`config.mk`:
```
export PLATFORM = sky130hd
export DESIGN_NAME = alu_op_sequencer_flat
export DESIGN_NICKNAME = d
export VERILOG_FILES = /design/src/rtl/alu_op_sequencer_if.sv /design/src/rtl/alu_op_sequencer.sv /design/src/flat_wrapper.sv
export SDC_FILE = /design/constraint.sdc
export NUM_CORES = 1
export LEC_CHECK = 0
export CAP_MARGIN = 10
export CORE_MARGIN = 2
export CORE_UTILIZATION = 37
export DETAILED_ROUTE_END_ITERATION = 8
export GPL_TIMING_DRIVEN = 0
export HOLD_SLACK_MARGIN = 0.15
export PLACE_DENSITY_LB_ADDON = 0.3
export SLEW_MARGIN = 10
export SYNTH_ARGS = -nofsm -noshare
export SYNTH_HDL_FRONTEND = slang
export SYNTH_SLANG_ARGS = --single-unit
```
`constraint.sdc`:
```
create_clock -name clk -period 1.4 [get_ports clk]
set_input_delay 0.35 -clock clk [delete_from_list [all_inputs] [get_ports clk]]
set_output_delay 0.35 -clock clk [all_outputs]
set_load 0.005 [all_outputs]
```
`src/rtl/alu_op_sequencer_if.sv`:
```
// Command/response channel between a requester and the ALU operation sequencer.
// The master modport is the command source and response sink; the slave modport is the sequencer.
interface alu_op_sequencer_if #(
  parameter int WIDTH = 4
);
  logic             cmd_valid;
  logic             cmd_ready;
  logic [1:0]       cmd_op;
  logic [WIDTH-1:0] cmd_a;
  logic [WIDTH-1:0] cmd_b;
  logic             cmd_use_acc;

  logic             rsp_valid;
  logic             rsp_ready;
  logic [WIDTH-1:0] rsp_data;
  logic             rsp_zero;

  modport master (
    output cmd_valid, cmd_op, cmd_a, cmd_b, cmd_use_acc, rsp_ready,
    input  cmd_ready, rsp_valid, rsp_data, rsp_zero
  );

  modport slave (
    input  cmd_valid, cmd_op, cmd_a, cmd_b, cmd_use_acc, rsp_ready,
    output cmd_ready, rsp_valid, rsp_data, rsp_zero
  );
endinterface

```
`src/rtl/alu_op_sequencer.sv`:
```
// Drives one command at a time into an external combinational ALU; response valid one edge after accept.
// Holds the response until consumed; cmd_ready is low in EXEC and RESP, so commands stall there.
module alu_op_sequencer #(
  parameter int               WIDTH    = 4,
  parameter logic [WIDTH-1:0] ACC_INIT = '0,
  parameter int               CNT_W    = 8
) (
  input  logic                clk,
  input  logic                rst_n,
  alu_op_sequencer_if.slave   bus,
  output logic [WIDTH-1:0]    alu_a,
  output logic [WIDTH-1:0]    alu_b,
  output logic [1:0]          alu_sel,
  input  logic [WIDTH-1:0]    alu_result,
  output logic [WIDTH-1:0]    acc,
  output logic [CNT_W-1:0]    op_count
);

  localparam logic [1:0] IDLE = 2'd0;
  localparam logic [1:0] EXEC = 2'd1;
  localparam logic [1:0] RESP = 2'd2;

  typedef struct packed {
    logic [1:0]       sel;
    logic [WIDTH-1:0] a;
    logic [WIDTH-1:0] b;
  } alu_drv_t;

  logic [1:0]       state_q;
  logic [1:0]       state_d;
  alu_drv_t         drv_q;
  logic             rsp_vld_q;
  logic [WIDTH-1:0] rsp_dat_q;
  logic             rsp_zero_q;
  logic [WIDTH-1:0] acc_q;
  logic [CNT_W-1:0] cnt_q;

  logic             cmd_fire;
  logic             rsp_fire;

  assign bus.cmd_ready = (state_q == IDLE);
  assign cmd_fire      = bus.cmd_valid && bus.cmd_ready;
  assign rsp_fire      = rsp_vld_q && bus.rsp_ready;

  always_comb begin
    state_d = state_q;
    case (state_q)
      IDLE:    if (cmd_fire) state_d = EXEC;
      EXEC:    state_d = RESP;
      RESP:    if (rsp_fire) state_d = IDLE;
      default: state_d = IDLE;
    endcase
  end

  always_ff @(posedge clk or negedge rst_n) begin
    if (!rst_n) begin
      state_q <= IDLE;
    end else begin
      state_q <= state_d;
    end
  end

  // ALU drive is captured only on the accept edge and otherwise held.
  always_ff @(posedge clk or negedge rst_n) begin
    if (!rst_n) begin
      drv_q <= '0;
    end else if (cmd_fire) begin
      drv_q.sel <= bus.cmd_op;
      drv_q.a   <= bus.cmd_use_acc ? acc_q : bus.cmd_a;
      drv_q.b   <= bus.cmd_b;
    end
  end

  // The ALU has had a full cycle to settle when EXEC closes; sample it there.
  always_ff @(posedge clk or negedge rst_n) begin
    if (!rst_n) begin
      rsp_vld_q  <= 1'b0;
      rsp_dat_q  <= '0;
      rsp_zero_q <= 1'b0;
      acc_q      <= ACC_INIT;
    end else if (state_q == EXEC) begin
      rsp_vld_q  <= 1'b1;
      rsp_dat_q  <= alu_result;
      rsp_zero_q <= (alu_result == '0);
      acc_q      <= alu_result;
    end else if (rsp_fire) begin
      rsp_vld_q  <= 1'b0;
    end
  end

  always_ff @(posedge clk or negedge rst_n) begin
    if (!rst_n) begin
      cnt_q <= '0;
    end else if (rsp_fire) begin
      cnt_q <= cnt_q + CNT_W'(1);
    end
  end

  assign alu_a         = drv_q.a;
  assign alu_b         = drv_q.b;
  assign alu_sel       = drv_q.sel;
  assign bus.rsp_valid = rsp_vld_q;
  assign bus.rsp_data  = rsp_dat_q;
  assign bus.rsp_zero  = rsp_zero_q;
  assign acc           = acc_q;
  assign op_count      = cnt_q;

endmodule

```
`src/flat_wrapper.sv`:
```
// flat-port wrapper written by rule: the top's interface ports become plain ports
module alu_op_sequencer_flat 
#(
  parameter int               WIDTH    = 4,
  parameter logic [WIDTH-1:0] ACC_INIT = '0,
  parameter int               CNT_W    = 8
)
  (clk, rst_n, alu_a, alu_b, alu_sel, alu_result, acc, op_count, bus_cmd_valid, bus_cmd_op, bus_cmd_a, bus_cmd_b, bus_cmd_use_acc, bus_rsp_ready, bus_cmd_ready, bus_rsp_valid, bus_rsp_data, bus_rsp_zero);
  alu_op_sequencer_if #(.WIDTH(WIDTH)) bus_i ();
  input  logic clk;
  input  logic rst_n;
  output logic [WIDTH-1:0] alu_a;
  output logic [WIDTH-1:0] alu_b;
  output logic [1:0] alu_sel;
  input  logic [WIDTH-1:0] alu_result;
  output logic [WIDTH-1:0] acc;
  output logic [CNT_W-1:0] op_count;
  input wire logic [$bits(bus_i.cmd_valid)-1:0] bus_cmd_valid;
  input wire logic [$bits(bus_i.cmd_op)-1:0] bus_cmd_op;
  input wire logic [$bits(bus_i.cmd_a)-1:0] bus_cmd_a;
  input wire logic [$bits(bus_i.cmd_b)-1:0] bus_cmd_b;
  input wire logic [$bits(bus_i.cmd_use_acc)-1:0] bus_cmd_use_acc;
  input wire logic [$bits(bus_i.rsp_ready)-1:0] bus_rsp_ready;
  output wire logic [$bits(bus_i.cmd_ready)-1:0] bus_cmd_ready;
  output wire logic [$bits(bus_i.rsp_valid)-1:0] bus_rsp_valid;
  output wire logic [$bits(bus_i.rsp_data)-1:0] bus_rsp_data;
  output wire logic [$bits(bus_i.rsp_zero)-1:0] bus_rsp_zero;
  assign bus_i.cmd_valid = bus_cmd_valid;
  assign bus_i.cmd_op = bus_cmd_op;
  assign bus_i.cmd_a = bus_cmd_a;
  assign bus_i.cmd_b = bus_cmd_b;
  assign bus_i.cmd_use_acc = bus_cmd_use_acc;
  assign bus_i.rsp_ready = bus_rsp_ready;
  assign bus_cmd_ready = bus_i.cmd_ready;
  assign bus_rsp_valid = bus_i.rsp_valid;
  assign bus_rsp_data = bus_i.rsp_data;
  assign bus_rsp_zero = bus_i.rsp_zero;
  alu_op_sequencer #(.WIDTH(WIDTH), .ACC_INIT(ACC_INIT), .CNT_W(CNT_W)) u_core (.clk(clk), .rst_n(rst_n), .bus(bus_i), .alu_a(alu_a), .alu_b(alu_b), .alu_sel(alu_sel), .alu_result(alu_result), .acc(acc), .op_count(op_count));
endmodule
```
==> impl_metrics.py <==
metrics = {
    "clocking": {
        "clkTransAtPathRegs_ns": 0.15,
        "clock-sinks": 26,
        "h-tree-depth": 1,
        "clk_path_buf_depth": 2,
        "cts_tree": "yes",
        "cts_buffers": 3,
        "cts-root-buf": "clkbuf_4",
        "clkLatencyLatePin_ns": 0.32,
    },
    "detailed_routing": {
        "first_pass_iters": 4,
        "via_count": 936,
        "drtAntennaViolNets": 0,
        "drtIter0Drc": 6,
        "drt_wl_total_mm": 2.70,
        "routed_via_density": 4.73,
        "wl_per_cell_um": 13.6,
        "drc": 0,
    },
    "global_route": {
        "grt_pass1_vias": 986,
        "grt_max_degree": 27,
        "grt_pass1_wl_mm": 4.38,
        "track_usage": 0.168,
        "antenna_found_initial": 0,
        "overflow": 0,
    },
    "pwr": {
        "power.density_nw_per_um2": 1920,
        "combPwrFrac": 0.503,
        "power_frac_clock": 0.147,
        "power_mw": 3.55,
        "p_leak_nw": 0.918,
        "intPower_mw": 2.47,
        "p_sw_frac": 0.303,
        "seqPwrFrac": 0.350,
        "ir_drop_uv": 1390,
        "power.switching_mw": 1.08,
    },
    "timing": {
        "period_needed_ns": 1.39,
        "period_share": 0.996,
        "timing.slew.headroom": 0.593,
        "final_max_slew_viol_count": 0,
        "report.final.hold_viol_count": 0,
        "setup_viol": 0,
        "holdWs_ns": 0.469,
        "fin_skew_ns": 0.00557,
        "max_slew.worst_pin.slew_ns": 0.611,
        "setup_slack_ns": 0.00626,
        "rsz0062_at_grt": "true",
        "max_clock_freq_mhz": 717,
    },
    "place": {
        "io_buffers": 46,
        "place_ws_ns": -0.380,
        "dp_hpwl_mm": 1.80,
        "gp_congestion": 0.710,
        "place_area_um2": 1600,
    },
    "logic_synthesis": {
        "synth_top_area_share": 0.592,
        "synth_seq_area_share": 0.592,
        "syn_avg_cell_area_um2": 11.6,
        "ys_ff_latch": 26,
        "syn_area_um2": 1100,
        "synth.area.top_cells": "dfrtp_1, nand2_1, mux2_2",
        "ys_warn_count": 0,
        "syn_inst": 95,
        "ys.flop_type": "dfrtp_1",
        "async_reset_ff_frac": 1.00,
        "synth.net_count": 115,
        "synth_top_cell_by_area": "dfrtp_1",
        "synth_edf_count": 0,
        "yosysUniqueCellTypes": 24,
    },
    "floorplanning": {
        "num_rows": 19,
        "die_h_um": 58.5,
        "dieArea_um2": 3420,
        "initial_core_util": 0.395,
        "core_area_um2": 2780,
        "pin_count": 48,
        "die_x_um": 58.5,
    },
    "critical_path": {
        "critPathCaptureType": "flip-flop",
        "slowest_stage": "dfrtp_2",
        "required_ns": 1.62,
        "worst_path_most_repeated_cell": "buf_6",
        "path_class": "flip-flop to flip-flop",
        "path_cells": "buf_6, nor3b_4, buf_6, mux2_2",
        "slowest_delay_ns": 0.45,
        "cp-start-kind": "flip-flop",
        "worst_ep_arrival_time_ns": 1.62,
        "path_max_fanout": 5,
    },
    "layout": {
        "drive_gt1_frac": 0.287,
        "fin_area_um2": 1840,
        "post-route-util": 0.663,
        "syn2layout_area_growth_pct": 67.6,
        "n_antenna_cell": 0,
        "final_nets": 188,
    },
    "min_path": {
        "min_path_type": "input pin to flip-flop",
    },
    "job": {
        "maxCapViolCount": 0,
    },
    "status": {
        "outcome": "finished, final reports clean",
    },
}
routing by layer:
metal | vias up | global-route usage | share of wire | wire (µm)
li1 | 454 | - | - | -
met1 | 449 | 0.209 | 0.42 | 1140
met2 | 31 | 0.283 | 0.50 | 1350
met3 | 2 | 0.0396 | 0.074 | 200
met4 | 0 | 0.0664 | 0.0041 | 11
met5 | - | 0 | 0 | 0
synthesized netlist by cell type (2+ instances only):
| cell type | number |
|---|---|
| nand3_1 | 2 |
| xnor2_1 | 2 |
| nand2_1 | 19 |
| buf_4 | 4 |
| mux2_2 | 6 |
| nor3_1 | 2 |
| o21ai_0 | 2 |
| nor2_1 | 7 |
| mux2i_1 | 4 |
| dfrtp_1 | 26 |
| xor2_1 | 5 |
| a21oi_1 | 4 |
final cells by class:
| type | instances | area (µm²) |
|---|---|---|
| Tap cell | 31 | 38.8 |
| Timing Repair Buffer | 72 | 657 |
| Fill cell | 255 | 938 |
| Inverter | 1 | 3.75 |
| Clock buffer | 3 | 22.5 |
| Multi-Input combinational cell | 61 | 419 |
| Clock inverter | 1 | 30.0 |
| Buffer | 3 | 18.8 |
| Sequential cell | 26 | 653 |
cell usage in the layout, fill, tap and decap left out, drive strengths merged, types with 4 or more instances in the layout:
cell type | netlist | layout
dfrtp | 26 | 26
a21oi | 4 | 4
clkdlybuf4s15 | 0 | 7
nor2 | 7 | 7
clkbuf | 1 | 5
xor2 | 5 | 5
mux2 | 7 | 7
dlygate4sd2 | 0 | 17
clkdlybuf4s50 | 0 | 16
nand2 | 19 | 19
mux2i | 4 | 4
buf | 6 | 32
state kept, by name, summed over array words and instances (netlist names):
register              flops
u_core.bus.rsp_valid      1
u_core.bus.rsp_data       4
u_core.alu_sel            2
u_core.state_q            2
u_core.bus.rsp_zero       1
u_core.alu_a              4
u_core.op_count           8
u_core.alu_b              4
path summary, 6_finish.rpt:
path / startpoint / slack [ns] / cells past startpoint / endpoint
min in group asynchronous: rst_n / 0.55 / 2 / u_core.bus.rsp_valid$_DFFE_PN0P_
hold / removal: bus_cmd_use_acc / 0.47 / 3 / u_core.alu_a[2]$_DFFE_PN0P_
setup reg to reg: u_core.state_q[0]$_DFFE_PN0P_ / 0.006 / 4 / u_core.alu_b[2]$_DFFE_PN0P_
max in group asynchronous: rst_n / 0.43 / 2 / u_core.state_q[1]$_DFFE_PN0P_
hold reg to reg: u_core.bus.rsp_zero$_DFFE_PN0P_ / 0.51 / 2 / u_core.bus.rsp_zero$_DFFE_PN0P_
setup / recovery: u_core.state_q[0]$_DFFE_PN0P_ / 0.006 / 4 / u_core.alu_b[2]$_DFFE_PN0P_
critical path, delay by kind of cell (launching register included):
family | cells | cell delay (ns)
buffers and inverters | 2 | 0.29
DFF | 1 | 0.45
and+or+nand+nor | 1 | 0.23
muxes | 1 | 0.33
power by group through the flow:
stage | combinational, mW | sequential (mW) | clock (mW)
floorplan | 0.562 | 1.34 | 0
global placement | 1.42 | 1.32 | 0
detailed placement | 1.46 | 1.35 | 0
CTS | 1.80 | 1.23 | 0.528
global route | 1.95 | 1.29 | 0.559
finish | 1.78 | 1.24 | 0.521
cell families (layout without fill, tap and decap cells):
kind of cell,after synthesis,count (layout),share of synthesized area
buf+inv,8,80,0.0478
compound gates,6,6,0.0273
fa+ha+maj,1,1,0.0114
xor+xnor,7,7,0.0557
mux,11,11,0.111
simple gates,36,36,0.155
flops,26,26,0.592
stage by stage:
stage / setup TNS, ns / instances
floorplan: 0 / 95
global placement: -12.05 / 172
detailed placement: -12.19 / 172
CTS: -0.235 / 197
global route: -0.0887 / 198
finish: 0 / 198
repair_timing:
action,4_1_cts,5_1_grt
setup endpoints to repair,30,19
hold buffers,0,1
endpoints found under the hold margin,0,26
resized for setup,59,12
buffers inserted,24,5
pin swaps,1,1
Power figures use the tool's default switching activity.
